### config.mk
export PLATFORM = sky130hd
export DESIGN_NAME = fp_alu_arbiter_flat
export DESIGN_NICKNAME = d
export VERILOG_FILES = /design/src/rtl/fp_alu_pkg.sv /design/src/rtl/fp_alu_arbiter_if.sv /design/src/rtl/fp_alu_credit_counter.sv /design/src/rtl/fp_alu_arbiter.sv /design/src/flat_wrapper.sv
export SDC_FILE = /design/constraint.sdc
export NUM_CORES = 1
export LEC_CHECK = 0
export ABC_CLOCK_PERIOD_IN_PS = 3450
export CAP_MARGIN = 20
export CORE_AREA = 5 5 557 559
export DETAILED_ROUTE_END_ITERATION = 12
export DIE_AREA = 0 0 562 564
export GPL_TIMING_DRIVEN = 0
export MAX_ROUTING_LAYER = met4
export PLACE_DENSITY = 0.3
export RECOVER_POWER = 100
export SYNTH_ARGS = -nofsm -noshare
export SYNTH_HDL_FRONTEND = slang
export SYNTH_HIERARCHICAL = 1
export SYNTH_SLANG_ARGS = --single-unit
### constraint.sdc
create_clock -name clk -period 3.45 [get_ports clk]
set_input_delay 0.8625 -clock clk [delete_from_list [all_inputs] [get_ports clk]]
set_output_delay 0.8625 -clock clk [all_outputs]
set_load 0.05 [all_outputs]
### src/rtl/fp_alu_pkg.sv
// Shared types for the fp vector-mult ALU arbiter: FSM state encoding and requester ids.
package fp_alu_pkg;

  typedef enum logic [1:0] {
    IDLE     = 2'd0,
    DP_BURST = 2'd1,
    VM_BURST = 2'd2,
    DRAIN    = 2'd3
  } state_t;

  typedef enum logic {
    DP = 1'b0,
    VM = 1'b1
  } req_id_t;

  function automatic state_t burst_state(input req_id_t id);
    return (id == DP) ? DP_BURST : VM_BURST;
  endfunction

  function automatic req_id_t other_req(input req_id_t id);
    return (id == DP) ? VM : DP;
  endfunction

endpackage

### src/rtl/fp_alu_arbiter_if.sv
// Requester, ALU-drive and result-strobe signals of the fp ALU arbiter.
// slave = arbiter side; master = requesters plus the ALU.
interface fp_alu_arbiter_if #(
  parameter int WIDTH      = 32,
  parameter int NUM_INPUTS = 7
);
  // valid/ready: a beat transfers on a rising clk edge where valid && ready are both
  // high; valid never waits on ready, and payload/last are held while valid && !ready.
  logic                          dp_req_valid;
  logic                          dp_req_last;
  logic                          dp_req_ready;
  logic [WIDTH*NUM_INPUTS-1:0]   dp_req_a;
  logic [WIDTH*NUM_INPUTS-1:0]   dp_req_b;
  logic [WIDTH-1:0]              dp_req_c;
  logic [NUM_INPUTS-1:0]         dp_req_enable;

  logic                          vm_req_valid;
  logic                          vm_req_last;
  logic                          vm_req_ready;
  logic [WIDTH*NUM_INPUTS-1:0]   vm_req_a;
  logic [WIDTH*NUM_INPUTS-1:0]   vm_req_b;

  logic                          alu_ready;
  logic                          alu_dot_product_mode;
  logic [NUM_INPUTS-1:0]         alu_dot_product_enable;
  logic [WIDTH*NUM_INPUTS-1:0]   alu_a;
  logic [WIDTH*NUM_INPUTS-1:0]   alu_b;
  logic [WIDTH-1:0]              alu_c;
  logic                          alu_dot_product_valid;
  logic                          alu_vector_mult_valid;

  logic                          dp_resp_valid;
  logic                          vm_resp_valid;

  modport slave (
    input  dp_req_valid, dp_req_last, dp_req_a, dp_req_b, dp_req_c, dp_req_enable,
    input  vm_req_valid, vm_req_last, vm_req_a, vm_req_b,
    input  alu_dot_product_valid, alu_vector_mult_valid,
    output dp_req_ready, vm_req_ready,
    output alu_ready, alu_dot_product_mode, alu_dot_product_enable, alu_a, alu_b, alu_c,
    output dp_resp_valid, vm_resp_valid
  );

  modport master (
    output dp_req_valid, dp_req_last, dp_req_a, dp_req_b, dp_req_c, dp_req_enable,
    output vm_req_valid, vm_req_last, vm_req_a, vm_req_b,
    output alu_dot_product_valid, alu_vector_mult_valid,
    input  dp_req_ready, vm_req_ready,
    input  alu_ready, alu_dot_product_mode, alu_dot_product_enable, alu_a, alu_b, alu_c,
    input  dp_resp_valid, vm_resp_valid
  );

endinterface

### src/rtl/fp_alu_credit_counter.sv
// Tracks ALU results in flight; sticky err_underflow when a result arrives with none outstanding.
module fp_alu_credit_counter #(
  parameter int MAX_OUTSTANDING = 32
) (
  input  logic                                 clk,
  input  logic                                 rst,
  input  logic                                 inc,
  input  logic                                 dec,
  output logic [$clog2(MAX_OUTSTANDING+1)-1:0] count,
  output logic                                 err_underflow
);
  localparam int CW = $clog2(MAX_OUTSTANDING + 1);

  // inc is gated upstream by count < MAX_OUTSTANDING, so no overflow guard is needed.
  always_ff @(posedge clk) begin
    if (rst) begin
      count         <= '0;
      err_underflow <= 1'b0;
    end else if (inc && !dec) begin
      count <= count + CW'(1);
    end else if (dec && !inc) begin
      if (count == '0) err_underflow <= 1'b1;
      else             count         <= count - CW'(1);
    end
  end

endmodule

### src/rtl/fp_alu_arbiter.sv
// Arbitrates a dot-product and a vector-mult requester onto one shared fp_vector_mult_alu,
// whole bursts at a time. Optional counters: define FP_ALU_ARBITER_PERF_EN.
module fp_alu_arbiter
  import fp_alu_pkg::*;
#(
  parameter int WIDTH           = 32,
  parameter int NUM_INPUTS      = 7,
  parameter int MAX_OUTSTANDING = 32
) (
  input  logic                                 clk,
  input  logic                                 rst,
  fp_alu_arbiter_if.slave                      bus,
  output logic                                 err_underflow,
  output state_t                               dbg_state,
  output logic [$clog2(MAX_OUTSTANDING+1)-1:0] dbg_outstanding
`ifdef FP_ALU_ARBITER_PERF_EN
  ,
  output logic [31:0]                          perf_mode_switches,
  output logic [31:0]                          perf_stall_cycles
`endif
);
  localparam int CW = $clog2(MAX_OUTSTANDING + 1);

  state_t        state, state_next;
  req_id_t       grant_id, grant_next;
  req_id_t       rr_ptr, rr_next;
  req_id_t       pick;
  logic          mode, mode_next;
  logic [CW-1:0] outstanding;
  logic          drained, credit_ok;
  logic          dp_ready, vm_ready, dp_accept, vm_accept;
  logic          inc, dec;

  assign drained   = (outstanding == '0);
  assign credit_ok = (outstanding < CW'(MAX_OUTSTANDING));
  assign dp_ready  = (state == DP_BURST) && credit_ok;
  assign vm_ready  = (state == VM_BURST) && credit_ok;
  assign dp_accept = bus.dp_req_valid && dp_ready;
  assign vm_accept = bus.vm_req_valid && vm_ready;
  assign inc       = dp_accept || vm_accept;
  // Only strobes of the mode currently programmed into the ALU retire credits.
  assign dec       = mode ? bus.alu_dot_product_valid : bus.alu_vector_mult_valid;

  fp_alu_credit_counter #(
    .MAX_OUTSTANDING (MAX_OUTSTANDING)
  ) u_credit (
    .clk           (clk),
    .rst           (rst),
    .inc           (inc),
    .dec           (dec),
    .count         (outstanding),
    .err_underflow (err_underflow)
  );

  always_ff @(posedge clk) begin
    if (rst) begin
      state    <= IDLE;
      grant_id <= DP;
      rr_ptr   <= DP;
      mode     <= 1'b0;
    end else begin
      state    <= state_next;
      grant_id <= grant_next;
      rr_ptr   <= rr_next;
      mode     <= mode_next;
    end
  end

  // rr_ptr names the requester that wins the next tie.
  always_comb begin
    if (bus.dp_req_valid && bus.vm_req_valid) pick = rr_ptr;
    else if (bus.dp_req_valid)                pick = DP;
    else                                      pick = VM;
  end

  always_comb begin
    state_next = state;
    grant_next = grant_id;
    rr_next    = rr_ptr;
    mode_next  = mode;
    case (state)
      IDLE: begin
        if (bus.dp_req_valid || bus.vm_req_valid) begin
          grant_next = pick;
          rr_next    = other_req(pick);
          if (drained) begin
            mode_next  = (pick == DP);
            state_next = burst_state(pick);
          end else if (mode == (pick == DP)) begin
            state_next = burst_state(pick);
          end else begin
            state_next = DRAIN;
          end
        end
      end
      DRAIN: begin
        // The mode may only flip once every result of the old mode is back.
        if (drained) begin
          mode_next  = (grant_id == DP);
          state_next = burst_state(grant_id);
        end
      end
      DP_BURST: if (dp_accept && bus.dp_req_last) state_next = IDLE;
      VM_BURST: if (vm_accept && bus.vm_req_last) state_next = IDLE;
      default:  state_next = IDLE;
    endcase
  end

  always_comb begin
    bus.alu_a                  = '0;
    bus.alu_b                  = '0;
    bus.alu_c                  = '0;
    bus.alu_dot_product_enable = '0;
    case (state)
      DP_BURST: begin
        bus.alu_a                  = bus.dp_req_a;
        bus.alu_b                  = bus.dp_req_b;
        bus.alu_c                  = bus.dp_req_c;
        bus.alu_dot_product_enable = bus.dp_req_enable;
      end
      VM_BURST: begin
        bus.alu_a = bus.vm_req_a;
        bus.alu_b = bus.vm_req_b;
      end
      default: ;
    endcase
  end

  assign bus.dp_req_ready         = dp_ready;
  assign bus.vm_req_ready         = vm_ready;
  assign bus.alu_ready            = inc;
  assign bus.alu_dot_product_mode = mode;
  assign bus.dp_resp_valid        = bus.alu_dot_product_valid;
  assign bus.vm_resp_valid        = bus.alu_vector_mult_valid;

  assign dbg_state       = state;
  assign dbg_outstanding = outstanding;

`ifdef FP_ALU_ARBITER_PERF_EN
  logic stall;

  assign stall = (state == DRAIN)
              || ((state == DP_BURST) && bus.dp_req_valid && !credit_ok)
              || ((state == VM_BURST) && bus.vm_req_valid && !credit_ok);

  always_ff @(posedge clk) begin
    if (rst) begin
      perf_mode_switches <= '0;
      perf_stall_cycles  <= '0;
    end else begin
      if ((mode_next != mode) && (perf_mode_switches != '1))
        perf_mode_switches <= perf_mode_switches + 32'd1;
      if (stall && (perf_stall_cycles != '1))
        perf_stall_cycles <= perf_stall_cycles + 32'd1;
    end
  end
`endif

endmodule

### src/flat_wrapper.sv
// flat-port wrapper written by rule: the top's interface ports become plain ports
module fp_alu_arbiter_flat import fp_alu_pkg::*;
#(
  parameter int WIDTH           = 32,
  parameter int NUM_INPUTS      = 7,
  parameter int MAX_OUTSTANDING = 32
)
  (clk, rst, err_underflow, dbg_state, dbg_outstanding, bus_dp_req_valid, bus_dp_req_last, bus_dp_req_a, bus_dp_req_b, bus_dp_req_c, bus_dp_req_enable, bus_vm_req_valid, bus_vm_req_last, bus_vm_req_a, bus_vm_req_b, bus_alu_dot_product_valid, bus_alu_vector_mult_valid, bus_dp_req_ready, bus_vm_req_ready, bus_alu_ready, bus_alu_dot_product_mode, bus_alu_dot_product_enable, bus_alu_a, bus_alu_b, bus_alu_c, bus_dp_resp_valid, bus_vm_resp_valid);
  fp_alu_arbiter_if #(.WIDTH(WIDTH), .NUM_INPUTS(NUM_INPUTS)) bus_i ();
  input  logic clk;
  input  logic rst;
  output logic err_underflow;
  output state_t dbg_state;
  output logic [$clog2(MAX_OUTSTANDING+1)-1:0] dbg_outstanding;
  input wire logic [$bits(bus_i.dp_req_valid)-1:0] bus_dp_req_valid;
  input wire logic [$bits(bus_i.dp_req_last)-1:0] bus_dp_req_last;
  input wire logic [$bits(bus_i.dp_req_a)-1:0] bus_dp_req_a;
  input wire logic [$bits(bus_i.dp_req_b)-1:0] bus_dp_req_b;
  input wire logic [$bits(bus_i.dp_req_c)-1:0] bus_dp_req_c;
  input wire logic [$bits(bus_i.dp_req_enable)-1:0] bus_dp_req_enable;
  input wire logic [$bits(bus_i.vm_req_valid)-1:0] bus_vm_req_valid;
  input wire logic [$bits(bus_i.vm_req_last)-1:0] bus_vm_req_last;
  input wire logic [$bits(bus_i.vm_req_a)-1:0] bus_vm_req_a;
  input wire logic [$bits(bus_i.vm_req_b)-1:0] bus_vm_req_b;
  input wire logic [$bits(bus_i.alu_dot_product_valid)-1:0] bus_alu_dot_product_valid;
  input wire logic [$bits(bus_i.alu_vector_mult_valid)-1:0] bus_alu_vector_mult_valid;
  output wire logic [$bits(bus_i.dp_req_ready)-1:0] bus_dp_req_ready;
  output wire logic [$bits(bus_i.vm_req_ready)-1:0] bus_vm_req_ready;
  output wire logic [$bits(bus_i.alu_ready)-1:0] bus_alu_ready;
  output wire logic [$bits(bus_i.alu_dot_product_mode)-1:0] bus_alu_dot_product_mode;
  output wire logic [$bits(bus_i.alu_dot_product_enable)-1:0] bus_alu_dot_product_enable;
  output wire logic [$bits(bus_i.alu_a)-1:0] bus_alu_a;
  output wire logic [$bits(bus_i.alu_b)-1:0] bus_alu_b;
  output wire logic [$bits(bus_i.alu_c)-1:0] bus_alu_c;
  output wire logic [$bits(bus_i.dp_resp_valid)-1:0] bus_dp_resp_valid;
  output wire logic [$bits(bus_i.vm_resp_valid)-1:0] bus_vm_resp_valid;
  assign bus_i.dp_req_valid = bus_dp_req_valid;
  assign bus_i.dp_req_last = bus_dp_req_last;
  assign bus_i.dp_req_a = bus_dp_req_a;
  assign bus_i.dp_req_b = bus_dp_req_b;
  assign bus_i.dp_req_c = bus_dp_req_c;
  assign bus_i.dp_req_enable = bus_dp_req_enable;
  assign bus_i.vm_req_valid = bus_vm_req_valid;
  assign bus_i.vm_req_last = bus_vm_req_last;
  assign bus_i.vm_req_a = bus_vm_req_a;
  assign bus_i.vm_req_b = bus_vm_req_b;
  assign bus_i.alu_dot_product_valid = bus_alu_dot_product_valid;
  assign bus_i.alu_vector_mult_valid = bus_alu_vector_mult_valid;
  assign bus_dp_req_ready = bus_i.dp_req_ready;
  assign bus_vm_req_ready = bus_i.vm_req_ready;
  assign bus_alu_ready = bus_i.alu_ready;
  assign bus_alu_dot_product_mode = bus_i.alu_dot_product_mode;
  assign bus_alu_dot_product_enable = bus_i.alu_dot_product_enable;
  assign bus_alu_a = bus_i.alu_a;
  assign bus_alu_b = bus_i.alu_b;
  assign bus_alu_c = bus_i.alu_c;
  assign bus_dp_resp_valid = bus_i.dp_resp_valid;
  assign bus_vm_resp_valid = bus_i.vm_resp_valid;
  fp_alu_arbiter #(.WIDTH(WIDTH), .NUM_INPUTS(NUM_INPUTS), .MAX_OUTSTANDING(MAX_OUTSTANDING)) u_core (.clk(clk), .rst(rst), .bus(bus_i), .err_underflow(err_underflow), .dbg_state(dbg_state), .dbg_outstanding(dbg_outstanding));
endmodule
Yosys cells after proc, flatten, opt, wreduce, memory -nomap -nowiden
Cells that the tools add are included.
{ "word_totals": {"inputBits": 943, "out_inout_bits": 502, "elab_cells": 68, "reg_bits": 12} }
{ "classes": {"n_lt_le_gt_ge": 1, "n_eq_ne": 10, "n_addsub": 2, "n_mux": 24, "bitwise": 3, "reduce_logical": 22} }
{ "op_table": {"columns": ["op", "count"], "rows": [
  ["$pmux W224 S2", 2],
  ["$mux W32", 1],
  ["$mux W6", 3],
  ["$mux W2", 8],
  ["$logic_and A1 B1 Y1", 9],
  ["$pmux W2 S4", 1],
  ["$reduce_and A4 Y1", 2],
  ["$mux W1", 7],
  ["$mux W7", 1],
  ["$add A6 B1 Y6 const B", 1],
  ["$logic_not A6 Y1", 1],
  ["$lt A6 B6 Y1 const B", 1],
  ["$ne A2 B1 Y1 const B", 3],
  ["$ne A2 B2 Y1 const B", 3],
  ["$sub A6 B1 Y6 const B", 1],
  ["$eq A2 B2 Y1 const B", 2],
  ["$reduce_and A2 Y1", 2],
  ["$reduce_bool A2 Y1", 2],
  ["$not A1 Y1", 3],
  ["$reduce_and A3 Y1", 1],
  ["$eq A2 B1 Y1 const B", 1],
  ["$logic_not A1 Y1", 2],
  ["$logic_not A2 Y1", 1],
  ["$logic_or A1 B1 Y1", 2],
  ["other kinds (2)", 2]
]} }

Depth between registers and ports, before layout
{ "logic_depth": {"word_depth": 8, "ltp_mapped": 14, "ltp_nobuf": 13} }

Hierarchy
Netlist, hierarchy kept.
{ "modules_own_cells": {"columns": ["mod", "area_per_inst_um2", "seq_area_each_um2", "instances", "cells_per_inst"], "rows": [
  ["fp_alu_arbiter", 7532.2, 100.1, 1, 1145],
  ["fp_alu_credit_counter", 493.0, 140.1, 1, 52]
]} }

Worst setup path before layout
No wires, ideal clock.
{ "synth_timing": {"path_type": "flip-flop to flip-flop", "start": "register u_core.state[0] (netlist: u_core/dbg_state[0])", "end": "register u_core.u_credit.count[5]", "n_path_buf": 2, "t_arrival_ps": 4356, "stages_incl_launch_ff": 14, "path_slack_ps": -1029, "setup_time_ps": 123, "path_cell_list": "dfxtp_1 > ha_1 > buf_2 > buf_2 > nor2b_1 > a22o_1 > ha_1 > inv_1 > ha_1 > a211oi_2 > o21bai_1 > a21oi_2 > mux2i_1 > mux2_1"} }
{ "synth_between": {"elab_chain_cells": 8, "word_cells_on_any_way": 14} }
{ "synth_lines": {"columns": ["item", "line_no", "rtl"], "rows": [
  ["start, declared", "fp_alu_arbiter.sv:24", "state_t state, state_next;"],
  ["start signal, assigned", "fp_alu_arbiter.sv:62", "state <= state_next;"],
  ["$eq A2 B1 Y1 (*)", "fp_alu_arbiter.sv:36", "assign dp_ready = (state == DP_BURST) && credit_ok;"],
  ["$logic_and A1 B1 Y1 (*)", "fp_alu_arbiter.sv:36", null],
  ["via bus_dp_req_ready", "flat_wrapper.sv:27", "output wire logic [$bits(bus_i.dp_req_ready)-1:0] bus_dp_req_ready;"],
  ["$logic_and A1 B1 Y1 (*)", "fp_alu_arbiter.sv:38", "assign dp_accept = bus.dp_req_valid && dp_ready;"],
  ["$logic_or A1 B1 Y1 (*)", "fp_alu_arbiter.sv:40", "assign inc = dp_accept || vm_accept;"],
  ["via bus_alu_ready", "flat_wrapper.sv:29", "output wire logic [$bits(bus_i.alu_ready)-1:0] bus_alu_ready;"],
  ["$logic_not A1 Y1", "fp_alu_credit_counter.sv:21", "end else if (dec && !inc) begin"],
  ["$logic_and A1 B1 Y1", "fp_alu_credit_counter.sv:21", null],
  ["$reduce_bool A2 Y1 (no source line)", null, null],
  ["$reduce_and A2 Y1 (no source line)", null, null],
  ["end signal, assigned", "fp_alu_credit_counter.sv:20", "count <= count + CW'(1);"],
  ["end signal, assigned", "fp_alu_credit_counter.sv:23", "else count <= count - CW'(1);"],
  ["end, declared", "fp_alu_credit_counter.sv:9", "output logic [$clog2(MAX_OUTSTANDING+1)-1:0] count,"]
]} }
Mark *: on every way through the listed nets, which the timed path passes. The rest lies on a longest branch.
A chain may end at the register's enable or synchronous reset.

Worst setup path in the final report
{ "layout_timing": {"start": "register u_core.state[0] (netlist: u_core/dbg_state[0])", "end": "output port bus_alu_b[57]"} }
{ "layout_between": {"elab_chain_cells": 2, "word_cells_on_any_way": 3} }
{ "layout_lines": {"columns": ["item", "line_no", "rtl"], "rows": [
  ["$eq A2 B2 Y1 / $eq A2 B1 Y1 (equally long branches)", "fp_alu_arbiter.sv:114", "case (state)"],
  ["$pmux W224 S2 (*)", "fp_alu_arbiter.sv:114", null],
  ["end, declared", "flat_wrapper.sv:33", "output wire logic [$bits(bus_i.alu_b)-1:0] bus_alu_b;"]
]} }
Every way passes the cells marked *; elsewhere a longest branch is shown, timed or not.

==> out/metrics.csv <==
metric;value;unit
Post-DRT Antenna Nets;0;
CTS Hold Bufs;0;
# setup viols final;1;
register bit total from synthesis;12;
Worst VDD drop;0.292;mV
post-route cell area;28100;sq um
Worst EP arrival;2630;ps
gr usage total;15.6;%
die span in y;564;microns
DP HPWL;241000;microns
fill count;35706;
Power Total;0.0208;W
DIE AREA;317000;sq um
total CTS buffers;3;
fin crit period;3490;ps
IO Pins;1445;
number of flops mapped to enable cells by yosys;0;
final clock skew;5.08;ps
slew margin rel.;51.5;%
Cell variety after synth;42;
TritonCTS clock tree;built;
synthesized area per cell;6.70;sq um
first-pass GRT wire length;292000;microns
r2r setup slk;190;ps
failing checks;setup timing;
top_reg_cell synth;dfxtp_1;
Seq/Total Area, Yosys;2.99;%
placed instance area;28000;sq um
Vias;17709;
port buffer count;1444;
DRT Pass-1 Iters;5;
wire per inst;37.4;microns
Slew @ Worst Pin;731;ps
top cell type's share of synthesized area;42.1;%
Finished Layout Cells;6792;
status;finished with violations;
worst skew pair latency;240;ps
commonest cells after routing, fill and taps aside;952 x clkdlybuf4s50_1, 429 x nor2b_1, 381 x a22oi_1, 218 x buf_2, 133 x clkdlybuf4s15_2;
Syn Std Cell Area;8030;sq um
placed insts;6656;
crit end category;output port;
Max Cap Violations;0;
commonest non-fill, non-tap cell in the layout;clkdlybuf4s50_1;
Die W;562;microns
clock root cell;clkbuf_16;
ys async rst share;0;%
# rows;203;
final slew viol count;0;
Pwr per Cell Area;740;nW/um^2
Area contributors post-synth;a22oi_1 42%, nor2b_1 35%, buf_2 5.4%;
Area Overhead vs Synth;250;%
setup TNS;-41.8;ps
LEAKAGE;8.96;nW
clk slew on worst S/H paths;50;ps
crit-path max FO;12;
# nets final;3608;
Synthesis Warnings;6;
syn nets;2151;
global route overflow;0;
period utilisation layout;101;%
Remaining DRCs;0;
effective utilization at floorplan;2.64;%
WS Path Type;reg2out;
area leader, netlist;a22oi_1;
H-tree depth;1;
vias in the first global route;17922;
initial DRC count;1336;
Mapped Cells;1197;
largest net degree at the start of global routing;11;
WL final;254000;microns
GP Congestion;1.01;
Core Area;305000;sq um
clk buf depth;2;
FMAX;286;MHz
Critical Path RT;2590;ps
clk sinks;12;
startpoint types;flip-flop;
RSZ-0062 raised after global routing;true;
final hold violation count;0;
drt via density;2.61;
PnR worst setup slack;-41.8;ps
Hold Path Class;reg2reg;
initial antenna violation count;274;
final core occ;9.23;%
share of cells above drive strength 1;26.2;%
-- timing repair --
item,CTS,global route
cloned,0,1
pin swaps,8,5
gates resized for setup,2096,150
setup buffers,1,4
setup endpoints to repair,495,214
-- final timing paths --
kind,from,end,depth (start not counted)
hold / removal,u_core/u_credit/err_underflow$_SDFFE_PP0P_,u_core/u_credit/err_underflow$_SDFFE_PP0P_,2
hold reg to reg,u_core/u_credit/err_underflow$_SDFFE_PP0P_,u_core/u_credit/err_underflow$_SDFFE_PP0P_,2
setup / recovery,u_core/dbg_state[0]$_SDFFE_PP0P_,bus_alu_b[57],9
setup reg to reg,u_core/dbg_state[1]$_SDFFE_PP0P_,u_core/u_credit/count[5]$_SDFFE_PP0P_,14
-- sequential cells by signal (all words and copies together), names as in the netlist --
register                         cells
u_core/u_credit/count                6
u_core/u_credit/err_underflow        1
u_core/grant_id                      1
u_core/dbg_state                     2
u_core/bus.alu_dot_product_mode      1
u_core/rr_ptr                        1
-- layout make-up --
cell class / instances / area (sq um) / share of cell area [%]
buffer: 158 / 1060 / 3.76
antenna: 142 / 355 / 1.26
multi-input combinational: 1020 / 7530 / 26.8
sequential: 12 / 248 / 0.881
timing repair buffer: 1452 / 13800 / 49.2
tap: 3997 / 5000 / 17.8
clock buffer: 4 / 78.8 / 0.280
inverter: 7 / 26.3 / 0.0935
-- critical path, stage by stage, from the launching register on --
cell             delay, ps
dfxtp_4                360
inv_1                   60
ha_2                   180
buf_12                 150
buf_16                 160
buf_4                  220
buf_4                  220
a22oi_1                520
nor2b_1                100
clkdlybuf4s15_2        370
-- routing by layer --
metal	track usage [%]	vias up	wire length, microns
met5	-	-	0
met4	2.08	0	5720
met3	7.97	269	31200
met2	24.2	1401	112000
met1	18.3	8487	106000
li1	-	7552	-
-- through the flow --
step / hold WS, ps / worst slack [ps]
final: 489 / -41.8
after CTS: 488 / -123
after global routing: 512 / -12.7
after global placement: 484 / -2260
after detailed placement: 478 / -1970
after floorplan: 458 / 67.7
-- cells in the mapped netlist (2+ instances only) --
| library cell | number |
|---|---|
| a21oi_1 | 7 |
| ha_1 | 10 |
| nor2_1 | 12 |
| mux2_2 | 2 |
| o21ai_0 | 4 |
| inv_1 | 7 |
| and2_1 | 39 |
| a21o_1 | 2 |
| buf_4 | 3 |
| buf_2 | 86 |
| clkbuf_1 | 68 |
| nand2_1 | 11 |
| a211oi_2 | 2 |
| dfxtp_1 | 12 |
| nor3_1 | 2 |
| xnor2_1 | 3 |
| a22oi_1 | 450 |
| a211oi_1 | 2 |
| nor2b_1 | 452 |
-- cell families (layout without fill, tap and decap cells) --
family                   Yosys count  after routing  synth area share, %
AND/OR/NAND/NOR                  523            523                 40.3
AO/OA/AOI/OAI                    479            479                 44.8
buffers and inverters            165           1621                 9.20
flip-flops                        12             12                 2.99
adder cells (fa/ha/maj)           11             11                 1.81
multiplexers                       4              4                0.546
XOR/XNOR                           3              3                0.327
other                              0            142                    0
-- power breakdown --
group	switching, W	internal, W	leakage [nW]
combinational	0.0143	0.00599	8.82
clock	0.0000638	0.000156	0.0390
sequential	0.0000860	0.000190	0.100
total	0.0145	0.00633	8.96
No activity file was read; power rests on OpenSTA's default activity.
